`src/rtl/bus_arb_decoder.sv`:
```
// Two-master bus arbiter with one-hot slave decode and registered read select.
// Optional fairness hold counter enabled by defining BUS_FAIR_ARB_EN.
module bus_arb_decoder (
    input  logic        clk,
    input  logic        reset_n,
    input  logic        m0_req,
    input  logic        m1_req,
    input  logic        m0_wr,
    input  logic        m1_wr,
    input  logic [15:0] m0_addr,
    input  logic [15:0] m1_addr,
    input  logic [31:0] m0_dout,
    input  logic [31:0] m1_dout,
    output logic        m0_grant,
    output logic        m1_grant,
    output logic [15:0] s_addr,
    output logic        s_wr,
    output logic [31:0] s_din,
    output logic [7:0]  s_sel,
    output logic [2:0]  rsel
);

    typedef enum logic {
        M0_GNT = 1'b0,
        M1_GNT = 1'b1
    } state_t;

    state_t      state_q, state_d;
    logic [2:0]  rsel_q, rsel_d;
    logic        g_req;
    logic        g_wr;
    logic [15:0] g_addr;
    logic [31:0] g_dout;
    logic        both_req;

    assign both_req = m0_req & m1_req;

`ifdef BUS_FAIR_ARB_EN
    logic [1:0] hold_q, hold_d;

    // Fairness: count consecutive contended cycles while M0 owns the bus.
    always_comb begin
        hold_d = 2'd0;
        if (state_q == M0_GNT && both_req && state_d == M0_GNT)
            hold_d = hold_q + 2'd1;
    end

    // Hold counter register.
    always_ff @(posedge clk or negedge reset_n) begin
        if (!reset_n) hold_q <= 2'd0;
        else          hold_q <= hold_d;
    end
`endif

    // Next-state logic: owner keeps the bus until it lets go.
    always_comb begin
        state_d = state_q;
        unique case (state_q)
            M0_GNT: begin
                if (!m0_req && m1_req)
                    state_d = M1_GNT;
`ifdef BUS_FAIR_ARB_EN
                else if (both_req && hold_q == 2'd3)
                    state_d = M1_GNT;
`endif
            end
            M1_GNT: begin
                if (!m1_req)
                    state_d = M0_GNT;
            end
            default: state_d = M0_GNT;
        endcase
    end

    // Arbiter state register.
    always_ff @(posedge clk or negedge reset_n) begin
        if (!reset_n) state_q <= M0_GNT;
        else          state_q <= state_d;
    end

    // Route the granted master onto the slave side.
    always_comb begin
        if (state_q == M1_GNT) begin
            g_req  = m1_req;
            g_wr   = m1_wr;
            g_addr = m1_addr;
            g_dout = m1_dout;
        end else begin
            g_req  = m0_req;
            g_wr   = m0_wr;
            g_addr = m0_addr;
            g_dout = m0_dout;
        end
    end

    // Reads latch the slave index for the downstream read-data mux.
    always_comb begin
        rsel_d = rsel_q;
        if (g_req && !g_wr)
            rsel_d = g_addr[15:13];
    end

    // Read select register.
    always_ff @(posedge clk or negedge reset_n) begin
        if (!reset_n) rsel_q <= 3'd0;
        else          rsel_q <= rsel_d;
    end

    assign m0_grant = (state_q == M0_GNT);
    assign m1_grant = (state_q == M1_GNT);
    assign s_addr   = g_addr;
    assign s_din    = g_dout;
    assign s_wr     = g_wr & g_req;
    assign s_sel    = g_req ? (8'd1 << g_addr[15:13]) : 8'h00;
    assign rsel     = rsel_q;

endmodule

```
`config.mk`:
```
export PLATFORM = sky130hd
export DESIGN_NAME = bus_arb_decoder
export DESIGN_NICKNAME = d
export VERILOG_FILES = /design/src/rtl/bus_arb_decoder.sv
export SDC_FILE = /design/constraint.sdc
export NUM_CORES = 1
export LEC_CHECK = 0
export ABC_AREA = 1
export CORE_ASPECT_RATIO = 1.2
export CORE_MARGIN = 2
export CORE_UTILIZATION = 21
export DETAILED_ROUTE_END_ITERATION = 7
export PLACE_DENSITY = 0.84
export SYNTH_ARGS = -nofsm -noshare
export SYNTH_HDL_FRONTEND = slang
export SYNTH_SLANG_ARGS = --single-unit
```
`constraint.sdc`:
```
create_clock -name clk -period 1.35 [get_ports clk]
set_clock_uncertainty 0.15 [all_clocks]
set_input_delay 0.2025 -clock clk [delete_from_list [all_inputs] [get_ports clk]]
set_output_delay 0.2025 -clock clk [all_outputs]
set_load 0.05 [all_outputs]
```
==> results.txt, run 1 <==
Die X = 63.9 um
Last stage = 4_1_cts
Ys Warns = 0
Post-Synth XOR/XNOR Area = 0
Max Root-Sink Buffers = 2
Count of cell types in the netlist = 11
Number of synthesized flops with an enable pin = 0
Post-Syn Area = 905 um^2
Most frequent cell after synthesis = nand2_1
Syn_nets = 299
IO Pins = 164
Gpl congestion = 0.761
Post-CTS Hold Fix Bufs = 0
Total CTS buffers = 3
Dpl hpwl = 6820 um
Mapped Cells = 197
Mean post-synth cell area = 4.59 um^2
Port Buf Inserts = 163
Synth Area in Adders = 0
Rows = 26
H-tree depth = 1
Postcts setup bufs = 7
Root Driver = clkbuf_8
Post-synth top cells = nand2_1 (152), nand2_2 (11), nor2_1 (8)
Largest family of logic cells by synthesized area = simple AND/OR/NAND/NOR gates
Register area share after synthesis = 0.111
Pre-CTS setup slack = -340 ps
Err = [ERROR DPL-0038] Utilization greater than 100%, impossible to legalize
Die Ht = 75.9 um
Simple-Gate Fraction of Synth Area = 0.762
Share of the synthesized area in the top cell type = 0.631
Yosys reg bits = 4
Sink Count = 4
Post-synthesis compound-gate area fraction = 0.00830
Proportion of synthesized area in mux cells = 0
Status = aborted with a tool error
Post-CTS sizing = 61
FFs w/ async S/R, synth = 1.00
Top post-synthesis cells by area = nand2_1 (63%), dfrtp_1 (11%), nand2_2 (7.6%), buf_6 (6.2%), nor2_1 (3.3%)
Dominant synthesized flop cell = dfrtp_1
Initial core utilization = 0.216
Yosys top cell by area = nand2_1
-- metrics by stage --
| step | cells | hold slack [ps] | cell area, um^2 |
|---|---|---|---|
| 3_5_place_dp | 418 | 270 | 4060 |
| 3_3_place_gp | 418 | 258 | 4060 |
| 2_1_floorplan | 197 | -243 | 1700 |
-- logic make-up after synthesis --
group	count (synthesis)
AOI/OAI and AO/OA	1
buffers and inverters	17
DFF	4
and+or+nand+nor	175
==> inputs of run 2 (changes only) <==
--- a/config.mk
+++ b/config.mk
@@ -6,11 +6,10 @@
 export NUM_CORES = 1
 export LEC_CHECK = 0
 export ABC_AREA = 1
-export CORE_ASPECT_RATIO = 1.2
 export CORE_MARGIN = 2
-export CORE_UTILIZATION = 21
+export CORE_UTILIZATION = 20
 export DETAILED_ROUTE_END_ITERATION = 7
-export PLACE_DENSITY = 0.84
+export PLACE_DENSITY_LB_ADDON = 0.15
 export SYNTH_ARGS = -nofsm -noshare
 export SYNTH_HDL_FRONTEND = slang
 export SYNTH_SLANG_ARGS = --single-unit
==> run 2 against run 1 <==
Compared with the run above: the flow now finishes, with violations (negative setup slack); synthesized cell count unchanged; synthesized area unchanged.
==> results.txt, run 2 <==
CTS tree = built
Tcrit/Tclk final = 1.41
Count of cell types in the netlist = 11
Number of synthesized flops with an enable pin = 0
Status = complete, but fails checks
Dominant synthesized flop cell = dfrtp_1
Post-route DRC = 0
Max FFs per register = 3
Yosys top cell by area = nand2_1
Final Instance Count excl. Fillers = 420
Top post-synthesis cells by area = nand2_1 (63%), dfrtp_1 (11%), nand2_2 (7.6%), buf_6 (6.2%), nor2_1 (3.3%)
Total routed wirelength = 9510 um
Number of setup violations in the final report = 62
Cells after DPL = 413
Grt ovf = 0
Reg-to-reg endpoint = rsel[0]
Setup crit end kind = primary output
Register area share after synthesis = 0.111
First-pass GRT wire length = 13000 um
Vias = 2079
Peak Freq = 524 MHz
Mean post-synth cell area = 4.59 um^2
GRT Util Overall = 0.340
RSZ-0062 raised after global routing = true
Hold WC Path Type = primary input to async pin
Slowest cell on the critical path = dfrtp_4
Most frequent standard cell in the layout excluding fill and tap cells = clkdlybuf4s50_1
Lkg Pwr = 1.85 nW
Max Slew Vio Count = 0
Share of the synthesized area in the top cell type = 0.631
Fin util = 0.961
Vias in the first global route = 2368
Layout area overhead = 363%
Final ANT Viol Nets = 0
Power per cell area = 719 nW/um^2
Worst R2R Start = m1_grant
Largest net degree at the start of global routing = 36
Total CTS buffers = 3
Post-layout min period = 1910 ps
Slew HR = 0.825
Diodes inserted = 0
CP arrival = 1550 ps
Max Root-Sink Buffers = 2
Max_cap viols = 0
Root Driver = clkbuf_8
Cells on worst reg2reg path = 8
Fill cells = 88
Initial core utilization = 0.208
Dpl hpwl = 6460 um
Most frequent cell after synthesis = nand2_1
Syn_nets = 299
Worst-path fanout max = 12
Type of origin of the critical path = register
Port Buf Inserts = 163
Maximum vdd drop = 0.660 mV
Drt first pass iters = 4
Nets@finish = 471
FFs w/ async S/R, synth = 1.00
Worst setup margin = -557 ps
Initial antenna violation count = 0
Crit path kind = register to primary output
Die Ht = 71.3 um
Reg clk slew, reported paths = 40 ps
WL/cell = 22.7 um
Worst-Margin Slew = 262 ps
CP required = 1000 ps
CP peak stage delay = 520 ps
Most frequent cells in the layout = clkdlybuf4s50_1 (101), nand2_1 (70), buf_12 (63), nand2_4 (57), nand2_2 (19)
Fraction of layout instances using a drive strength above 1 = 0.508
Mapped Cells = 197
Post-synth top cells = nand2_1 (152), nand2_2 (11), nor2_1 (8)
Hold WS = 16.5 ps
Yosys reg bits = 4
Reg2reg setup slack = -360 ps
Die X = 71.3 um
Total die area = 5080 um^2
Core ar. = 4350 um^2
Sink Count = 4
Critical path, cell by cell = buf_6 > nand2_1 > nand3_4 > clkinvlp_4 > buf_12
Final hold vios = 0
Rows = 24
IO Pins = 164
Clk Latency, worst-skew pair = 240 ps
Violated checks = negative setup slack
Post-Syn Area = 905 um^2
Vias per cell = 4.95
Crit path from = m1_grant
Ys Warns = 0
Gpl congestion = 0.800
H-tree depth = 1
Iter 0 DRT Violations = 71
-- run 2: logic make-up after synthesis --
| family | count (synthesis) | synth area share |
|---|---|---|
| flops | 4 | 0.111 |
| simple gates | 175 | 0.762 |
| buf+inv | 17 | 0.119 |
| compound gates | 1 | 0.00830 |
-- run 2: worst max-delay path: cells and delay by family (launching register included) --
family / cells / cell delay [ps]
and+or+nand+nor: 2 / 320
buffers and inverters: 3 / 470
DFF: 1 / 520
-- run 2: how the worst max path moves through the flow --
stage	endpoint	slack, ps
finish	s_wr	-560
global route	s_wr	-570
CTS	s_sel[1]	-510
detailed placement	s_wr	-380
global placement	s_din[14]	-310
floorplan	s_sel[1]	-320
-- run 2: where the power goes --
group / switching (mW) / internal, mW
sequential: 0.0347 / 0.145
clock: 0.105 / 0.205
combinational: 1.34 / 1.18
total: 1.48 / 1.53
-- run 2: layout make-up --
type,count,area [um^2],area share
sequential,4,104,0.0248
timing repair buffer,177,2410,0.576
multi-input combinational,176,1490,0.357
inverter,7,65.1,0.0155
clock buffer,4,45.0,0.0108
tap,52,65.1,0.0155
-- run 2: stage by stage --
| step | total power, mW | setup TNS (ps) | worst slack [ps] | area, um^2 |
|---|---|---|---|---|
| final | 3.01 | -28070 | -557 | 4190 |
| after global routing | 3.08 | -29570 | -568 | 4190 |
| after CTS | 2.95 | -27190 | -507 | 4150 |
| after detailed placement | 2.60 | -15710 | -381 | 4020 |
| after global placement | 2.53 | -13460 | -309 | 4020 |
| after floorplan | 1.39 | -12490 | -321 | 1700 |
-- run 2: timing repair --
item,CTS,global route
pin swaps,7,7
setup buffers,1,2
hold endpoints to repair,0,0
gates resized for setup,17,4
endpoints found under the setup margin,62,62
hold buffers,0,0
-- run 2: routing by layer --
metal	global-route usage	up-vias	routed length, um
met2	0.688	128	5380
met4	0.153	0	466
li1	-	923	-
met1	0.304	997	2970
met3	0.0970	31	691
met5	0	-	0
No activity file was read; power rests on OpenSTA's default activity.
==> inputs of run 3 (changes only) <==
--- a/config.mk
+++ b/config.mk
@@ -5,7 +5,6 @@
 export SDC_FILE = /design/constraint.sdc
 export NUM_CORES = 1
 export LEC_CHECK = 0
-export ABC_AREA = 1
 export CORE_MARGIN = 2
 export CORE_UTILIZATION = 20
 export DETAILED_ROUTE_END_ITERATION = 7
==> run 3 against run 2 <==
Compared with the run above: the run still ends with negative setup slack left; worst hold slack better by 35 ps; critical path depth unchanged; maximum frequency down 0.23%; setup slack worse by 4.4 ps; total power down 12%; design area down 11%; via count down 30%; flip-flop and latch count unchanged; synthesized cell count down 53%; clock power down 15%; count of clock-buffer cells in the layout unchanged; largest cell class unchanged; largest power group unchanged.
==> results.txt, run 3 <==
Initial core utilization = 0.211
CTS tree = built
Post-route DRC = 0
Post-Synth XOR/XNOR Area = 0
Worst-path fanout max = 5
GRT Util Overall = 0.222
Max FFs per register = 3
Grt ovf = 0
Core ar. = 4410 um^2
Most frequent cell after synthesis = mux2_2
Proportion of synthesized area in mux cells = 0.662
Worst-Margin Slew = 399 ps
Total die area = 5220 um^2
Setup crit end kind = primary output
Total CTS buffers = 3
CP arrival = 1560 ps
Root Driver = clkbuf_8
Post-DP Area = 3560 um^2
Switching Share = 0.421
Count of cell types in the netlist = 17
Fill cells = 233
Final hold vios = 0
Ys Warns = 0
Simple-Gate Fraction of Synth Area = 0.0819
Hold WC Path Type = primary input to async pin
IO Pins = 164
Sink Count = 4
Maximum vdd drop = 1.07 mV
WL/cell = 18.7 um
Final ANT Viol Nets = 0
Largest family of logic cells by synthesized area = multiplexers
Top post-synthesis cells by area = mux2_2 (54%), mux2i_1 (12%), dfrtp_1 (11%), clkbuf_8 (4.4%), nor2_1 (3.6%)
Nets@finish = 375
Die X = 72.3 um
Lkg Pwr = 1.65 nW
Footprint of the multi-input gates = 1090 um^2
Layout area overhead = 299%
Type of origin of the critical path = register
CP required = 1000 ps
Final non-filler cell area = 3720 um^2
FFs w/ async S/R, synth = 1.00
Switching pwr = 1.12 mW
Number of setup violations in the final report = 62
Die Ht = 72.3 um
Register share of total power = 0.071
Status = complete, but fails checks
Vias = 1451
Violated checks = negative setup slack
Yosys top cell by area = mux2_2
Tcrit/Tclk final = 1.42
Dominant synthesized flop cell = dfrtp_1
Worst setup margin = -561 ps
Post-synth top cells = mux2_2 (45), mux2i_1 (11), nor2_1 (9)
Crit path kind = register to primary output
Mapped Cells = 93
Number of synthesized flops with an enable pin = 0
Largest net degree at the start of global routing = 31
Fraction of layout instances using a drive strength above 1 = 0.566
First-pass GRT wire length = 8850 um
Post-Syn Area = 932 um^2
TNS Setup = -30340 ps
Share of the synthesized area in the top cell type = 0.544
Power per cell area = 712 nW/um^2
Gpl congestion = 0.803
Clock Power Share = 0.100
Mean post-synth cell area = 10.0 um^2
H-tree depth = 1
Post-synthesis compound-gate area fraction = 0.0564
Yosys reg bits = 4
P_int = 1.53 mW
Vias per cell = 4.48
Max Root-Sink Buffers = 2
Peak Freq = 523 MHz
Pre-CTS setup slack = -506 ps
Max Slew Vio Count = 0
Vias in the first global route = 1526
Rows = 24
Reg clk slew, reported paths = 30 ps
Clk Latency, worst-skew pair = 220 ps
RSZ-0062 raised after global routing = true
Most frequent cells in the layout = clkdlybuf4s50_1 (100), buf_12 (59), mux2_4 (45), buf_4 (10)
Combinational fraction of design power = 0.829
Slew HR = 0.734
Dpl hpwl = 5090 um
Synth Area in Adders = 0
Initial antenna violation count = 0
Total routed wirelength = 6040 um
Max_cap viols = 0
Diodes inserted = 0
Register area share after synthesis = 0.107
Drt first pass iters = 3
Port Buf Inserts = 163
Most frequent standard cell in the layout excluding fill and tap cells = clkdlybuf4s50_1
Syn_nets = 195
Post-layout min period = 1910 ps
Iter 0 DRT Violations = 31
Area occupied by registers = 104 um^2
-- run 3: final cells by class --
cell class                 instances  share of cell area
clock buffer                       4              0.0121
multi-input combinational         79               0.292
tap                               52              0.0175
timing repair buffer             181               0.644
inverter                           4             0.00638
sequential                         4              0.0279
-- run 3: kinds of logic after synthesis --
kind of cell           after synthesis
AO/OA/AOI/OAI                        5
buffers and inverters               10
AND/OR/NAND/NOR                     18
multiplexers                        56
flip-flops                           4
-- run 3: per-layer routing --
metal	part of all wire	routed length (um)	track usage
met5	0	0	0
met4	0.010	62	0.0335
met3	0.097	589	0.0750
met2	0.54	3250	0.418
met1	0.36	2150	0.242
-- run 3: final timing paths --
kind	startpoint	endpoint	slack [ps]	cells past startpoint
max in group asynchronous	reset_n	m1_grant	790	1
worst min register to register	rsel[1]	rsel[1]	520	2
worst max-delay path	m1_grant	s_sel[4]	-560	5
worst max register to register	m1_grant	rsel[0]	-70	5
worst min-delay path	reset_n	rsel[2]	50	1
min in group clk	m0_req	m1_grant	450	3
-- run 3: repair_timing --
action                                  CTS  global route
hold buffers                              0             0
resized for setup                        18             6
setup buffers                             3             1
endpoints found under the setup margin   63            63
pin swaps                                 0             4
-- run 3: power groups by stage --
| stage | registers (mW) | logic, mW | clock network [mW] |
|---|---|---|---|
| after floorplan | 0.265 | 0.954 | 0 |
| after global placement | 0.194 | 2.11 | 0 |
| after detailed placement | 0.197 | 2.13 | 0 |
| after CTS | 0.189 | 2.19 | 0.269 |
| after global routing | 0.193 | 2.27 | 0.284 |
| final | 0.189 | 2.20 | 0.264 |
-- run 3: per-stage QoR --
| step | util | cells | hold slack, ps | power (mW) |
|---|---|---|---|---|
| after global routing | 0.844 | 324 | 64.3 | 2.75 |
| final | 0.844 | 324 | 52.0 | 2.65 |
| after CTS | 0.836 | 323 | 50.7 | 2.65 |
| after floorplan | - | 93 | -243 | 1.22 |
| after detailed placement | 0.806 | 316 | 280 | 2.33 |
| after global placement | 0.806 | 316 | 271 | 2.30 |
-- run 3: worst max-delay path, cell delays in order (launching register included) --
cell	delay, ps
dfrtp_4	490
buf_12	150
mux2i_4	290
nand2_2	150
nor2_4	120
buf_12	140
==> inputs of run 4 (changes only) <==
--- a/config.mk
+++ b/config.mk
@@ -5,8 +5,9 @@
 export SDC_FILE = /design/constraint.sdc
 export NUM_CORES = 1
 export LEC_CHECK = 0
-export CORE_MARGIN = 2
+export CAP_MARGIN = 0
 export CORE_UTILIZATION = 20
+export CTS_BUF_LIST = sky130_fd_sc_hd__clkbuf_8
 export DETAILED_ROUTE_END_ITERATION = 7
 export PLACE_DENSITY_LB_ADDON = 0.15
 export SYNTH_ARGS = -nofsm -noshare
==> run 4 against run 3 <==
Compared with the run above: the flow still finishes with violations (negative setup slack); global-route usage grew 0.87 points; first-iteration DRC count down 19%; wire length down 4.0%; register-to-register slack got worse by 70 ps; maximum frequency grew 0.48%; non-clock buffer count is the same; setup slack improved by 9.1 ps; utilization rose by 0.14 points; largest power group unchanged.
==> results.txt, run 4 (same netlist as run 3, synthesis figures left out) <==
CP Buf/Inv Count = 3
Critical path, cell by cell = buf_8 > buf_8 > mux2_4 > buf_12
Reg2reg setup slack = -140 ps
First-pass GRT wire length = 8880 um
Worst-Margin Slew = 318 ps
Diodes inserted = 0
Max FFs per register = 3
Total routed wirelength = 5810 um
Maximum vdd drop = 0.954 mV
CP peak stage delay = 550 ps
Total die area = 4940 um^2
Slowest cell on the critical path = dfrtp_4
Initial antenna violation count = 0
Hold WS = 33.4 ps
Power per cell area = 711 nW/um^2
CP required = 1000 ps
Violated checks = negative setup slack
IO Pins = 164
Largest net degree at the start of global routing = 31
CTS tree = built
Peak Freq = 526 MHz
Post-layout min period = 1900 ps
Reg clk slew, reported paths = 40 ps
Vias = 1448
Grt ovf = 0
CP delay by family, top = flip-flops
Iter 0 DRT Violations = 25
Root Driver = clkbuf_8
Dpl hpwl = 5050 um
Post-CTS Hold Fix Bufs = 0
Status = complete, but fails checks
H-tree depth = 1
Crit path kind = register to primary output
Post-route DRC = 0
Core ar. = 4410 um^2
Tcrit/Tclk final = 1.41
Gpl congestion = 0.787
Number of setup violations in the final report = 63
Vias in the first global route = 1547
Layout area overhead = 300%
Fraction of layout instances using a drive strength above 1 = 0.555
Cells on worst reg2reg path = 5
Port Buf Inserts = 163
RSZ-0062 raised after global routing = true
Reg-to-reg endpoint = rsel[2]
Worst setup margin = -552 ps
Worst-path fanout max = 8
Max_cap viols = 0
Max Root-Sink Buffers = 2
CP arrival = 1550 ps
Final ANT Viol Nets = 0
Setup crit end kind = primary output
Type of origin of the critical path = register
Most frequent cells in the layout = clkdlybuf4s50_1 (101), buf_12 (60), mux2_4 (45)
Vias per cell = 4.47
WL/cell = 17.9 um
Rows = 24
Slew HR = 0.783
Lkg Pwr = 1.66 nW
Die Ht = 70.3 um
Max Slew Vio Count = 0
Fin util = 0.845
Pre-CTS setup slack = -517 ps
Total CTS buffers = 3
CP dominant cell by count = buf_8
Drt first pass iters = 3
Nets@finish = 375
Most frequent standard cell in the layout excluding fill and tap cells = clkdlybuf4s50_1
Worst R2R Start = m1_grant
Sink Count = 4
Initial core utilization = 0.211
Clk Latency, worst-skew pair = 220 ps
Final hold vios = 0
Hold WC Path Type = primary input to async pin
GRT Util Overall = 0.230
Die X = 70.3 um
-- run 4: worst max-delay path by stage --
stage	from	end	slack (ps)	cells after the start
after floorplan	m1_grant	s_sel[2]	-460	5
after global placement	m1_addr[15]	s_sel[3]	-470	6
after detailed placement	m1_addr[15]	s_sel[3]	-520	6
after CTS	m1_grant	s_din[20]	-560	4
after global routing	m1_grant	s_sel[2]	-580	4
final	m1_grant	s_din[18]	-550	4
-- run 4: stage by stage --
step / setup TNS (ps) / cell area [um^2] / power, mW / cells
CTS: -30350 / 3710 / 2.66 / 324
detailed placement: -17850 / 3560 / 2.33 / 316
floorplan: -19260 / 1250 / 1.22 / 93
finish: -30120 / 3730 / 2.65 / 324
global placement: -17420 / 3560 / 2.31 / 316
global route: -32780 / 3730 / 2.74 / 324
-- run 4: worst register-to-register path, cell delays in order (launching register included) --
cell and delay [ps]:
dfrtp_4 550, buf_8 170, buf_4 140, clkinv_1 90
buf_4 120, mux2i_1 180
-- run 4: layer usage --
| layer | GRT usage | vias up | wire length, um |
|---|---|---|---|
| li1 | - | 697 | - |
| met1 | 0.273 | 664 | 2270 |
| met2 | 0.424 | 83 | 3070 |
| met3 | 0.0491 | 4 | 419 |
| met4 | 0.0400 | 0 | 41 |
| met5 | 0 | - | 0 |
-- run 4: repair_timing --
item / in CTS / in global routing
pin swaps: 6 / 7
endpoints found under the hold margin: 0 / 0
resized for setup: 20 / 5
setup endpoints to repair: 63 / 63
setup buffers: 5 / 0
-- run 4: layout make-up --
| cell class | count | area [um^2] |
|---|---|---|
| clock buffer | 3 | 41.3 |
| tap | 52 | 65.1 |
| fill | 242 | 684 |
| multi-input combinational | 79 | 1080 |
| inverter | 4 | 20.0 |
| sequential | 4 | 104 |
| clock inverter | 1 | 3.75 |
| timing repair buffer | 181 | 2410 |
-- run 4: power by group --
part | leakage (nW) | internal (mW) | switching [mW]
clock | 0.0269 | 0.195 | 0.0726
combinational | 1.58 | 1.19 | 1.00
sequential | 0.0464 | 0.149 | 0.0466
total | 1.66 | 1.53 | 1.12
